**src/rtl/upsample_2x_pkg.sv**
```systemverilog
// Shared types and defaults for the 2x nearest-neighbour upsampler.
package upsample_2x_pkg;

  localparam int unsigned DATA_W_DEF  = 8;
  localparam int unsigned ROW_LEN_DEF = 6;

  typedef enum logic {
    ST_FILL   = 1'b0,
    ST_REPLAY = 1'b1
  } state_e;

  // Phase value that marks the first copy slot of a column.
  localparam logic BOUNDARY_PHASE = 1'b0;

  function automatic logic at_row_boundary(state_e st, logic col_zero, logic phase);
    return (st == ST_FILL) && col_zero && (phase == BOUNDARY_PHASE);
  endfunction

endpackage

```
**src/rtl/upsample_2x_if.sv**
```systemverilog
// Pixel stream interface: upstream pixels in, duplicated pixels out.
interface upsample_2x_if #(
  parameter int unsigned DATA_W = upsample_2x_pkg::DATA_W_DEF
);
  logic [DATA_W-1:0] in;
  logic              en;
  logic              en_up;
  logic              in_ready;
  logic [DATA_W-1:0] out;
  logic              out_en;

  modport master (output in, en, en_up, input in_ready, out, out_en);
  modport slave  (input in, en, en_up, output in_ready, out, out_en);
endinterface

```
**src/rtl/upsample_2x_row_buf.sv**
```systemverilog
// One-row pixel store: single write port, combinational read, no reset.
module upsample_2x_row_buf #(
  parameter int unsigned DATA_W  = 8,
  parameter int unsigned ROW_LEN = 6,
  parameter int unsigned CNT_W   = 3
) (
  input  logic              clk,
  input  logic              we_i,
  input  logic [CNT_W-1:0]  waddr_i,
  input  logic [DATA_W-1:0] wdata_i,
  input  logic [CNT_W-1:0]  raddr_i,
  output logic [DATA_W-1:0] rdata_o
);

  logic [DATA_W-1:0] mem_q [ROW_LEN];

  always_ff @(posedge clk) begin
    if (we_i) mem_q[waddr_i] <= wdata_i;
  end

  assign rdata_o = mem_q[raddr_i];

endmodule

```
**src/rtl/upsample_2x.sv**
```systemverilog
// 2x nearest-neighbour upsampler: each pixel twice horizontally, each row
// twice vertically; bypass passes the stream through with one cycle latency.
module upsample_2x
  import upsample_2x_pkg::*;
#(
  parameter int unsigned DATA_W  = DATA_W_DEF,
  parameter int unsigned ROW_LEN = ROW_LEN_DEF
) (
  input logic          clk,
  input logic          reset,
  upsample_2x_if.slave up_if
);

  localparam int unsigned CNT_W = (ROW_LEN > 1) ? $clog2(ROW_LEN) : 1;
  localparam logic [CNT_W-1:0] LAST_COL = CNT_W'(ROW_LEN - 1);

  state_e            state_q;
  logic [CNT_W-1:0]  col_q;
  logic              phase_q;
  logic              mode_q;
  logic [DATA_W-1:0] hold_q;
  logic [DATA_W-1:0] out_q;
  logic              out_en_q;

  logic              boundary_c;
  logic              mode_c;
  logic              last_col_c;
  logic              wr_en_c;
  logic [DATA_W-1:0] rd_data_c;

  // At a row boundary the incoming en_up governs this very cycle.
  assign boundary_c = at_row_boundary(state_q, col_q == '0, phase_q);
  assign mode_c     = boundary_c ? up_if.en_up : mode_q;
  assign last_col_c = (col_q == LAST_COL);
  assign wr_en_c    = (state_q == ST_FILL) && mode_c && !phase_q && up_if.en;

  assign up_if.in_ready = (state_q == ST_FILL) && (!mode_c || !phase_q);
  assign up_if.out      = out_q;
  assign up_if.out_en   = out_en_q;

  upsample_2x_row_buf #(
    .DATA_W  (DATA_W),
    .ROW_LEN (ROW_LEN),
    .CNT_W   (CNT_W)
  ) u_row_buf (
    .clk     (clk),
    .we_i    (wr_en_c),
    .waddr_i (col_q),
    .wdata_i (up_if.in),
    .raddr_i (col_q),
    .rdata_o (rd_data_c)
  );

  always_ff @(posedge clk or posedge reset) begin
    if (reset) begin
      state_q  <= ST_FILL;
      col_q    <= '0;
      phase_q  <= 1'b0;
      mode_q   <= 1'b0;
      hold_q   <= '0;
      out_q    <= '0;
      out_en_q <= 1'b0;
    end else begin
      if (boundary_c) mode_q <= up_if.en_up;
      case (state_q)
        ST_FILL: begin
          if (!mode_c) begin
            out_en_q <= up_if.en;
            if (up_if.en) out_q <= up_if.in;
          end else if (!phase_q) begin
            out_en_q <= up_if.en;
            if (up_if.en) begin
              hold_q  <= up_if.in;
              out_q   <= up_if.in;
              phase_q <= 1'b1;
            end
          end else begin
            // Second horizontal copy; no input accepted this cycle.
            out_q    <= hold_q;
            out_en_q <= 1'b1;
            phase_q  <= 1'b0;
            if (last_col_c) begin
              col_q   <= '0;
              state_q <= ST_REPLAY;
            end else begin
              col_q <= col_q + CNT_W'(1);
            end
          end
        end
        ST_REPLAY: begin
          out_q    <= rd_data_c;
          out_en_q <= 1'b1;
          phase_q  <= !phase_q;
          if (phase_q) begin
            if (last_col_c) begin
              col_q   <= '0;
              state_q <= ST_FILL;
            end else begin
              col_q <= col_q + CNT_W'(1);
            end
          end
        end
        default: state_q <= ST_FILL;
      endcase
    end
  end

endmodule

```
**src/flat_wrapper.sv**
```systemverilog
// flat-port wrapper written by rule: the top's interface ports become plain ports
module upsample_2x_flat import upsample_2x_pkg::*;
#(
  parameter int unsigned DATA_W  = DATA_W_DEF,
  parameter int unsigned ROW_LEN = ROW_LEN_DEF
)
  (clk, reset, up_if_in, up_if_en, up_if_en_up, up_if_in_ready, up_if_out, up_if_out_en);
  upsample_2x_if #(.DATA_W(DATA_W)) up_if_i ();
  input logic clk;
  input logic reset;
  input wire logic [$bits(up_if_i.in)-1:0] up_if_in;
  input wire logic [$bits(up_if_i.en)-1:0] up_if_en;
  input wire logic [$bits(up_if_i.en_up)-1:0] up_if_en_up;
  output wire logic [$bits(up_if_i.in_ready)-1:0] up_if_in_ready;
  output wire logic [$bits(up_if_i.out)-1:0] up_if_out;
  output wire logic [$bits(up_if_i.out_en)-1:0] up_if_out_en;
  assign up_if_i.in = up_if_in;
  assign up_if_i.en = up_if_en;
  assign up_if_i.en_up = up_if_en_up;
  assign up_if_in_ready = up_if_i.in_ready;
  assign up_if_out = up_if_i.out;
  assign up_if_out_en = up_if_i.out_en;
  upsample_2x #(.DATA_W(DATA_W), .ROW_LEN(ROW_LEN)) u_core (.clk(clk), .reset(reset), .up_if(up_if_i));
endmodule
```
**config.mk**
```make
export PLATFORM = sky130hd
export DESIGN_NAME = upsample_2x_flat
export DESIGN_NICKNAME = d
export VERILOG_FILES = /design/src/rtl/upsample_2x_pkg.sv /design/src/rtl/upsample_2x_if.sv /design/src/rtl/upsample_2x_row_buf.sv /design/src/rtl/upsample_2x.sv /design/src/flat_wrapper.sv
export SDC_FILE = /design/constraint.sdc
export NUM_CORES = 1
export LEC_CHECK = 0
export ABC_AREA = 1
export BUFFER_PORTS_ARGS = -buffer_cell sky130_fd_sc_hd__buf_2
export CAP_MARGIN = 5
export CORE_MARGIN = 4
export CORE_UTILIZATION = 59
export DETAILED_ROUTE_END_ITERATION = 8
export PLACE_DENSITY = 0.74
export SLEW_MARGIN = 5
export SYNTH_ARGS = -nofsm -noshare
export SYNTH_HDL_FRONTEND = slang
export SYNTH_SLANG_ARGS = --single-unit
```
**constraint.sdc**
```tcl
create_clock -name clk -period 2.2 [get_ports clk]
set_clock_uncertainty 0.05 [all_clocks]
set_input_delay 0.22 -clock clk [delete_from_list [all_inputs] [get_ports clk]]
set_output_delay 0.22 -clock clk [all_outputs]
set_load 0.05 [all_outputs]
```
==> results of run 1 <==
==> cell usage in the layout (no fill, tap or decap) <==
master / netlist / routed
sky130_fd_sc_hd__nand3_2: 1 / 1
sky130_fd_sc_hd__o211ai_1: 9 / 9
sky130_fd_sc_hd__a21oi_1: 10 / 10
sky130_fd_sc_hd__or2_2: 8 / 8
sky130_fd_sc_hd__nand4_1: 11 / 11
sky130_fd_sc_hd__nand4_2: 1 / 1
sky130_fd_sc_hd__nor2_1: 6 / 6
sky130_fd_sc_hd__a21boi_0: 1 / 1
sky130_fd_sc_hd__edfxtp_1: 48 / 48
sky130_fd_sc_hd__clkinv_2: 0 / 2
sky130_fd_sc_hd__dfrtp_1: 23 / 23
sky130_fd_sc_hd__bufinv_16: 0 / 2
sky130_fd_sc_hd__buf_2: 10 / 21
sky130_fd_sc_hd__clkbuf_1: 2 / 3
sky130_fd_sc_hd__clkinv_1: 3 / 3
sky130_fd_sc_hd__inv_1: 15 / 15
sky130_fd_sc_hd__a31oi_1: 1 / 1
sky130_fd_sc_hd__xor2_1: 1 / 1
sky130_fd_sc_hd__buf_4: 1 / 15
sky130_fd_sc_hd__nand2_1: 89 / 89
sky130_fd_sc_hd__o21ai_0: 11 / 11
sky130_fd_sc_hd__nor2_4: 1 / 1
sky130_fd_sc_hd__nand2_2: 1 / 1
sky130_fd_sc_hd__clkbuf_8: 0 / 9
sky130_fd_sc_hd__nand3_1: 37 / 37
==> cell usage after synthesis, types with 2 or more instances <==
library cell	n
sky130_fd_sc_hd__a21oi_1	10
sky130_fd_sc_hd__buf_2	10
sky130_fd_sc_hd__buf_6	2
sky130_fd_sc_hd__clkbuf_1	2
sky130_fd_sc_hd__clkinv_1	3
sky130_fd_sc_hd__dfrtp_1	23
sky130_fd_sc_hd__edfxtp_1	48
sky130_fd_sc_hd__inv_1	15
sky130_fd_sc_hd__nand2_1	89
sky130_fd_sc_hd__nand3_1	37
sky130_fd_sc_hd__nand4_1	11
sky130_fd_sc_hd__nor2_1	6
sky130_fd_sc_hd__o211ai_1	9
sky130_fd_sc_hd__o21ai_0	11
sky130_fd_sc_hd__or2_2	8
==> metal layers <==
layer | wire length, um | vias to the layer above
li1 | - | 1074
met3 | 556 | 20
met2 | 3250 | 108
met5 | 0 | -
met1 | 2810 | 1051
met4 | 182 | 0
==> through the flow <==
stage | worst slack, ns | hold slack, ns | instance area, um^2 | instances | util, %
after floorplan | 0.381 | 0.172 | 3070 | 293 | -
after global placement | 0.440 | 0.387 | 3280 | 380 | 67.3
after detailed placement | 0.362 | 0.403 | 3280 | 380 | 67.3
after CTS | 0.335 | 0.0191 | 3490 | 396 | 71.5
after global routing | 0.164 | 0.0793 | 3490 | 396 | 71.5
final | 0.328 | -0.00200 | 3490 | 396 | 71.5
==> layout make-up <==
class | count | area, um^2
tap | 67 | 83.8
multi-input combinational | 188 | 896
fill | 379 | 1390
timing repair buffer | 36 | 218
sequential | 71 | 2020
inverter | 18 | 67.6
clock buffer | 12 | 135
clock inverter | 4 | 70.1
==> power breakdown <==
| group | switching [mW] | leakage, nW | internal [mW] |
|---|---|---|---|
| Sequential | 0.133 | 0.711 | 1.70 |
| Clock | 0.461 | 0.104 | 0.636 |
| Combinational | 1.37 | 0.663 | 0.563 |
==> worst paths after layout <==
path / to / slack (ns) / cells past startpoint
worst max-delay path: u_core.u_row_buf.mem_q[2][0] / 0.33 / 6
worst min-delay path: u_core.up_if.out[0] / -0.002 / 2
worst max register to register: u_core.u_row_buf.mem_q[2][0] / 0.33 / 6
worst min register to register: u_core.hold_q[6] / 0.42 / 2
max in group asynchronous: u_core.hold_q[1] / 1.55 / 2
min in group clk: u_core.u_row_buf.mem_q[0][2] / 0.15 / 1
==> critical path, stage by stage, from the launching register on <==
cell,delay (ns)
sky130_fd_sc_hd__dfrtp_1,0.46
sky130_fd_sc_hd__nor2_4,0.22
sky130_fd_sc_hd__nand4_2,0.12
sky130_fd_sc_hd__nand2_2,0.23
sky130_fd_sc_hd__nand3_2,0.18
sky130_fd_sc_hd__nor2_1,0.14
sky130_fd_sc_hd__buf_4,0.18
==> state kept, by name, indices dropped and copies added, names as in the netlist <==
name / cells
u_core.phase_q: 1
u_core.state_q: 1
u_core.hold_q: 8
u_core.up_if.out_en: 1
u_core.up_if.out: 8
u_core.u_row_buf.mem_q: 48
u_core.col_q: 3
u_core.mode_q: 1
==> logic make-up (layout without fill, tap and decap cells) <==
| kind of cell | after synthesis | in the layout | synth area share, % |
|---|---|---|---|
| xor gates and xnor gates | 1 | 1 | 0.285 |
| and+or+nand+nor | 155 | 155 | 22.8 |
| DFF | 71 | 71 | 65.7 |
| AOI/OAI and AO/OA | 32 | 32 | 6.07 |
| buffers and inverters | 34 | 70 | 5.17 |
==> results.json, run 1 <==
{
  "synth-seq-cells": 71,
  "p_leak_nw": 1.48,
  "power.total_mw": 4.86,
  "path_clk_slew_ns": 0.07,
  "first_global_vias": 2130,
  "cts_root_buffer": "sky130_fd_sc_hd__clkbuf_8",
  "tritoncts": "yes",
  "failing_checks": "hold timing",
  "track_usage_pct": 24.4,
  "synth_edf_count": 48,
  "maximum_buffer_depth_of_the_clock_tree": 2,
  "fin_crit_sh_pct": 85.1,
  "setup.worst_path.class": "reg -> reg",
  "tightestPinTransition_ns": 0.889,
  "die_area_um2": 6420,
  "route.detailed.wl_per_inst_um": 17.2,
  "die_w_um": 80.2,
  "num_io_pins": 22,
  "startpoint": "u_core.phase_q",
  "post_cts_buffers": 0,
  "dp_hpwl_um": 4640,
  "initial_antenna_violation_count": 0,
  "synth.avg_cell_area_um2": 10.5,
  "end_kind": "register",
  "floorplan.rows": 25,
  "remaining_drc_errors": 0,
  "routed_wirelength_um": 6800,
  "global_route_wire_length_before_repair_um": 11100,
  "synth.cell_area_um2": 3070,
  "seq_area_frac_synth_pct": 65.7,
  "gr-usage-met1_pct": 33.0,
  "grt_most_used_layer": "met2",
  "critPathRequiredTime_ns": 2.21,
  "yosysTopAreaCellShare_pct": 46.9,
  "design.final.nets": 336,
  "grt.overflow.total": 0,
  "core_area_um2": 4880,
  "final_layout_size_suffix_gt1_share_pct": 18.5,
  "insertedDiodeCount": 0,
  "worstReg2RegStart": "u_core.phase_q",
  "netlist-cell-type-count": 24,
  "start_util_pct": 62.9,
  "maxSlewHeadroom_pct": 40.7,
  "clock.fmax_mhz": 534,
  "synth_async_sr_flop_share_pct": 32.4,
  "count_of_input_and_output_buffers": 21,
  "min_period_ns": 1.87,
  "ant_nets": 0,
  "biggest_area_consumer_among_synthesized_cells": "sky130_fd_sc_hd__edfxtp_1",
  "startpoint_type": "register",
  "grt_max_degree": 24,
  "postSynthCellCount": 293,
  "hp-class": "in -> async",
  "max_cap_violations": 0,
  "hold_viol": 2,
  "worstSkewPairLatency_ns": 0.35,
  "place_congestion": 0.854,
  "detailroute.via_count": 2253,
  "chip_height_um": 80.2,
  "ir_worst_vdd_mv": 0.876,
  "cts-hold-fix-buffers": 0,
  "ctsResizeCount": 0,
  "clock_tree.htree_level_count": 3,
  "timing.critical_path.arrival_ns": 1.88,
  "sinks_on_clock_net": 71,
  "rsz0062_at_grt": "no",
  "drt_iter0_drc": 216,
  "detail_route.vias_per_cell": 5.69,
  "path_max_fanout": 13,
  "cellPowerDensity_nw_per_um2": 1390,
  "report.final.slew_viol_count": 0,
  "fin_hold_ws_ns": -0.00200,
  "run_status": "complete, but fails checks",
  "cts_buffer_count": 9,
  "final_setup_violating_endpoints": 0,
  "synthTopCellsByArea": "sky130_fd_sc_hd__edfxtp_1 47%, sky130_fd_sc_hd__dfrtp_1 19%, sky130_fd_sc_hd__nand2_1 11%",
  "synthFlopType": "sky130_fd_sc_hd__edfxtp_1",
  "groute.layer.met2.usage_pct": 36.8,
  "layout-area-overhead-vs-synth_pct": 13.5,
  "totalNegativeSetupSlack_ns": 0,
  "yosysWarnings": 0,
  "gr-usage-met3_pct": 5.49,
  "initial_drt_pass_iterations": 5,
  "postSynthNetCount": 305
}
Power figures use the tool's default switching activity.
==> run 2: changes to the inputs <==
- CORE_UTILIZATION: 59 -> 62
- CTS_BUF_LIST: unset -> sky130_fd_sc_hd__clkbuf_8
- MAX_ROUTING_LAYER: unset -> met4
- PLACE_DENSITY: 0.74 -> 0.78
- RECOVER_POWER: unset -> 50
==> run 2 against run 1 <==
  * The flow still finishes with violations (hold timing)
  * Final cell count stayed put
  * Sequential cell count stayed put
  * Combinational power hardly changed
==> results.json, run 2 (same netlist as run 1, synthesis figures left out) <==
{
  "run_status": "complete, but fails checks",
  "failing_checks": "hold timing",
  "track_usage_pct": 24.3,
  "maximum_buffer_depth_of_the_clock_tree": 2,
  "design.final.nets": 337,
  "dp_hpwl_um": 4410,
  "sinks_on_clock_net": 71,
  "placed_cells_incl_taps": 381,
  "place_congestion": 0.904,
  "seqCellArea_um2": 2020,
  "end_kind": "primary output",
  "grt.overflow.total": 0,
  "cts_buffer_count": 9,
  "ctsResizeCount": 0,
  "report.final.slew_viol_count": 0,
  "p_leak_nw": 1.43,
  "clock_tree.htree_level_count": 3,
  "hold_viol": 14,
  "rsz0062_at_grt": "no",
  "max_cap_violations": 0,
  "final_layout_size_suffix_gt1_share_pct": 14.0,
  "commonest_non_fill_non_tap_cell_in_the_layout": "sky130_fd_sc_hd__nand2_1",
  "fin_crit_sh_pct": 83.0,
  "remaining_drc_errors": 0,
  "count_of_input_and_output_buffers": 21,
  "initial_drt_pass_iterations": 4,
  "grt_max_degree": 30,
  "layoutNonFillerInstCount": 396,
  "final_setup_violating_endpoints": 0,
  "detailroute.via_count": 2218,
  "start_util_pct": 64.6,
  "detail_route.vias_per_cell": 5.60,
  "post_cts_buffers": 0,
  "global_route_wire_length_before_repair_um": 10700,
  "startpoint_type": "register",
  "placed_cell_area_um2": 3290,
  "tritoncts": "yes",
  "routed_wirelength_um": 6370,
  "first_global_vias": 2179,
  "multiInputGateArea_um2": 896,
  "cts-hold-fix-buffers": 0,
  "cellPowerDensity_nw_per_um2": 1330,
  "ir_worst_vdd_mv": 0.800,
  "num_io_pins": 22,
  "core_area_um2": 4750,
  "die_area_um2": 6140,
  "chip_height_um": 78.4,
  "largest_register": "u_core.u_row_buf.mem_q",
  "path_max_fanout": 12,
  "initial_antenna_violation_count": 0,
  "largest_reg_flops": 48,
  "totalNegativeSetupSlack_ns": 0,
  "route.detailed.wl_per_inst_um": 16.1,
  "die_w_um": 78.4,
  "worstSkewPairLatency_ns": 0.34,
  "ant_nets": 0,
  "cts_root_buffer": "sky130_fd_sc_hd__clkbuf_8",
  "maxSlewHeadroom_pct": 43.8,
  "path_clk_slew_ns": 0.07,
  "layout-area-overhead-vs-synth_pct": 11.3,
  "min_period_ns": 1.83,
  "final.fill_count": 340,
  "floorplan.rows": 25,
  "setup.worst_path.class": "reg -> out",
  "clock.fmax_mhz": 547,
  "finish.instance_area_um2": 3420,
  "timing.critical_path.arrival_ns": 1.56,
  "tightestPinTransition_ns": 0.843,
  "hp-class": "in -> async",
  "mostFrequentLayoutCells": "89 x sky130_fd_sc_hd__nand2_1, 48 x sky130_fd_sc_hd__edfxtp_1, 37 x sky130_fd_sc_hd__nand3_1, 23 x sky130_fd_sc_hd__dfrtp_1, 19 x sky130_fd_sc_hd__inv_1",
  "fin_hold_ws_ns": -0.00881,
  "drt_iter0_drc": 212,
  "critPathRequiredTime_ns": 1.93,
  "insertedDiodeCount": 0
}
run 2: power breakdown:
part,switching [mW],internal [mW],total [mW],leakage (nW)
Clock,0.429,0.380,0.809,0.0915
Sequential,0.129,1.70,1.83,0.711
Combinational,1.37,0.552,1.92,0.631
Total,1.92,2.63,4.56,1.43
run 2: through the flow:
step	util [%]	setup WS [ns]	total power, mW
floorplan	-	0.381	3.30
global placement	69.2	0.437	3.73
detailed placement	69.2	0.425	3.77
CTS	72.3	0.404	4.58
global route	71.9	0.260	4.90
finish	71.9	0.373	4.56
run 2: path summary, 6_finish.rpt:
path | from | endpoint | slack (ns) | depth (start not counted)
min in group clk | up_if_en | u_core.hold_q[0] | 0.19 | 3
min | reset | u_core.up_if.out[0] | -0.009 | 2
max in group asynchronous | reset | u_core.hold_q[4] | 1.58 | 2
max reg2reg | u_core.col_q[1] | u_core.u_row_buf.mem_q[5][5] | 0.40 | 9
max | u_core.state_q | up_if_in_ready | 0.37 | 3
min reg2reg | u_core.hold_q[1] | u_core.hold_q[1] | 0.43 | 2
run 2: critical path: stages (launching register included):
cell and delay (ns):
sky130_fd_sc_hd__dfrtp_1 0.41, sky130_fd_sc_hd__clkbuf_1 0.27, sky130_fd_sc_hd__a21oi_1 0.24, sky130_fd_sc_hd__buf_2 0.30
run 2: final cells by class:
| class | count | area share (%) |
|---|---|---|
| Timing Repair Buffer | 37 | 6.04 |
| Sequential cell | 71 | 59.0 |
| Multi-Input combinational cell | 188 | 26.2 |
| Tap cell | 67 | 2.45 |
| Clock inverter | 6 | 0.695 |
| Inverter | 18 | 1.98 |
| Clock buffer | 9 | 3.62 |
run 2: metal layers:
layer | GRT usage [%] | vias up | wire length, um
met3 | 6.65 | 16 | 497
met1 | 30.0 | 1047 | 2660
met4 | 10.3 | 0 | 173
met2 | 38.1 | 81 | 3040
met5 | - | - | 0
li1 | - | 1074 | -
==> run 3: changes to the inputs <==
- CORE_UTILIZATION: 62 -> 56
- PLACE_DENSITY: 0.78 -> 0.74
- clock period: 2.2 -> 1.6 ns (I/O delays scaled with it)
==> run 3 against run 2 <==
  * The run ends with setup timing left
  * Register-to-register slack worse by 0.55 ns
  * Sequential share of layout area shrank 6.3 points
  * Combinational power increased by 88%
  * Power up 63%
  * Clock power is 61% higher
  * Global-route usage increased by 0.34 points
  * Non-clock buffer count rose by 22
  * Design area is 12% higher
==> results.json, run 3 (same netlist as run 1, synthesis figures left out) <==
{
  "run_status": "complete, but fails checks",
  "failing_checks": "setup timing",
  "die_area_um2": 6730,
  "floorplan.rows": 26,
  "grt.overflow.total": 0,
  "rsz0062_at_grt": "yes",
  "path_max_fanout": 6,
  "timing.critical_path.slowest_stage_cell": "sky130_fd_sc_hd__dfrtp_1",
  "timing.critical_path.arrival_ns": 1.76,
  "report.final.slew_viol_count": 0,
  "critPathRequiredTime_ns": 1.61,
  "ant_nets": 0,
  "path_delay_family": "simple AND/OR/NAND/NOR gates",
  "dp_worst_setup_slack_ns": -0.0868,
  "cts_root_buffer": "sky130_fd_sc_hd__clkbuf_8",
  "core_area_um2": 5200,
  "remaining_drc_errors": 0,
  "count_of_input_and_output_buffers": 21,
  "cp_cell_sequence": "nor2_4 -> buf_6 -> nand3_2 -> nand2_2 -> nand2_4 -> buf_12 -> nand3_4 -> nor2_4 -> buf_6",
  "regToRegSetupSlack_ns": -0.15,
  "final.fill_count": 359,
  "p_leak_nw": 1.59,
  "gr-usage-met3_pct": 4.06,
  "hp-class": "in -> reg",
  "cellPowerDensity_nw_per_um2": 1940,
  "initial_drt_pass_iterations": 5,
  "detailroute.via_count": 2394,
  "clock_tree.htree_level_count": 3,
  "tritoncts": "yes",
  "grt_max_degree": 24,
  "mostFrequentLayoutCells": "86 x sky130_fd_sc_hd__nand2_1, 48 x sky130_fd_sc_hd__edfxtp_1, 35 x sky130_fd_sc_hd__nand3_1, 23 x sky130_fd_sc_hd__buf_4, 23 x sky130_fd_sc_hd__dfrtp_1",
  "tightestPinTransition_ns": 0.508,
  "postLayoutSetupSlackWorst_ns": -0.151,
  "insertedDiodeCount": 0,
  "die_w_um": 82.1,
  "ir_worst_vdd_mv": 0.997,
  "setup.worst_path.class": "reg -> reg",
  "final_layout_size_suffix_gt1_share_pct": 27.3,
  "routed_wirelength_um": 7380,
  "worstSkewPairLatency_ns": 0.34,
  "start_util_pct": 59.0,
  "fin_crit_sh_pct": 109,
  "initial_antenna_violation_count": 0,
  "fin_hold_ws_ns": 0.164,
  "layoutNonFillerInstCount": 422,
  "largest_register": "u_core.u_row_buf.mem_q",
  "groute.layer.met2.usage_pct": 38.0,
  "cts_buffer_count": 9,
  "min_period_ns": 1.75,
  "end_kind": "register",
  "final_setup_violating_endpoints": 57,
  "route.detailed.wl_per_inst_um": 17.5,
  "sinks_on_clock_net": 71,
  "hold_viol": 0,
  "startpoint_type": "register",
  "drt_iter0_drc": 250,
  "track_usage_pct": 24.6,
  "gr-usage-met1_pct": 32.2,
  "num_io_pins": 22,
  "commonest_non_fill_non_tap_cell_in_the_layout": "sky130_fd_sc_hd__nand2_1",
  "place_congestion": 0.899,
  "placed_cells_incl_taps": 396,
  "layout-area-overhead-vs-synth_pct": 24.6,
  "max_cap_violations": 0,
  "design.final.nets": 359,
  "cp_num_buf_inv": 3,
  "grt_most_used_layer": "met2",
  "startpoint": "u_core.phase_q",
  "timing.hold.worst.start": "up_if_en",
  "first_global_vias": 2256,
  "path_clk_slew_ns": 0.07,
  "detail_route.vias_per_cell": 5.67,
  "clock.fmax_mhz": 571,
  "global_route_wire_length_before_repair_um": 11300,
  "dp_hpwl_um": 4790,
  "slowest_delay_ns": 0.40,
  "largest_reg_flops": 48,
  "maximum_buffer_depth_of_the_clock_tree": 2,
  "chip_height_um": 82.1,
  "maxSlewHeadroom_pct": 66.1,
  "worstReg2RegStart": "u_core.phase_q"
}
-- run 3: changes by cell type in the layout (fill, tap and decap cells not counted), moves of 3 or more --
cell / before / now
sky130_fd_sc_hd__buf_6: 0 / 11
sky130_fd_sc_hd__buf_4: 15 / 23
sky130_fd_sc_hd__a21oi_1: 10 / 4
sky130_fd_sc_hd__nor2_1: 6 / 0
sky130_fd_sc_hd__a21oi_2: 0 / 5
sky130_fd_sc_hd__clkbuf_1: 13 / 8
sky130_fd_sc_hd__nor2_4: 1 / 6
sky130_fd_sc_hd__inv_1: 19 / 15
sky130_fd_sc_hd__buf_2: 9 / 12
sky130_fd_sc_hd__nand2_1: 89 / 86
-- run 3: metrics by stage --
| stage | TNS, ns | utilization [%] | power [mW] | cell area [um^2] |
|---|---|---|---|---|
| finish | -5.95 | 73.6 | 7.44 | 3830 |
| global route | -9.56 | 73.6 | 7.88 | 3830 |
| CTS | -2.99 | 71.4 | 7.02 | 3710 |
| detailed placement | -3.02 | 65.5 | 5.44 | 3410 |
| global placement | -0.615 | 65.5 | 5.37 | 3410 |
| floorplan | -1.38 | - | 4.58 | 3100 |
-- run 3: routing by layer --
layer	up-vias	wire (um)
li1	1120	-
met1	1150	3020
met2	102	3660
met3	22	497
met4	0	204
met5	-	0
-- run 3: path summary, 6_finish.rpt --
path | endpoint | cells past startpoint
setup / recovery | u_core.u_row_buf.mem_q[4][2] | 9
hold reg to reg | u_core.hold_q[6] | 2
setup reg to reg | u_core.u_row_buf.mem_q[4][2] | 9
min in group asynchronous | u_core.up_if.out[0] | 4
hold / removal | u_core.hold_q[7] | 3
max in group asynchronous | u_core.col_q[2] | 4
-- run 3: power breakdown --
group	internal (mW)	switching (mW)
clock	0.695	0.609
combinational	1.37	2.24
sequential	2.34	0.195
total	4.40	3.04
-- run 3: timing repair --
item | in CTS | in global routing
setup endpoints to repair | 48 | 66
resized for setup | 15 | 21
gates cloned | 0 | 1
pin swaps | 4 | 6
endpoints found under the hold margin | 23 | 0
setup buffers | 6 | 2
hold buffers | 1 | 0
-- run 3: worst reg2reg max path, stage by stage (launching register included) --
cell and delay, ns:
sky130_fd_sc_hd__dfrtp_1 0.40, sky130_fd_sc_hd__nor2_4 0.07, sky130_fd_sc_hd__buf_6 0.12, sky130_fd_sc_hd__nand3_2 0.07, sky130_fd_sc_hd__nand2_2 0.08, sky130_fd_sc_hd__nand2_4 0.09
sky130_fd_sc_hd__buf_12 0.10, sky130_fd_sc_hd__nand3_4 0.16, sky130_fd_sc_hd__nor2_4 0.20, sky130_fd_sc_hd__buf_6 0.13
-- run 3: final cells by class --
cell class                 count  area [um^2]  area share, %
clock inverter                 7         56.3           1.47
clock buffer                   9          124           3.24
inverter                      18         71.3           1.86
tap                           70         87.6           2.29
timing repair buffer          59          464           12.1
multi-input combinational    188         1010           26.3
sequential                    71         2020           52.7
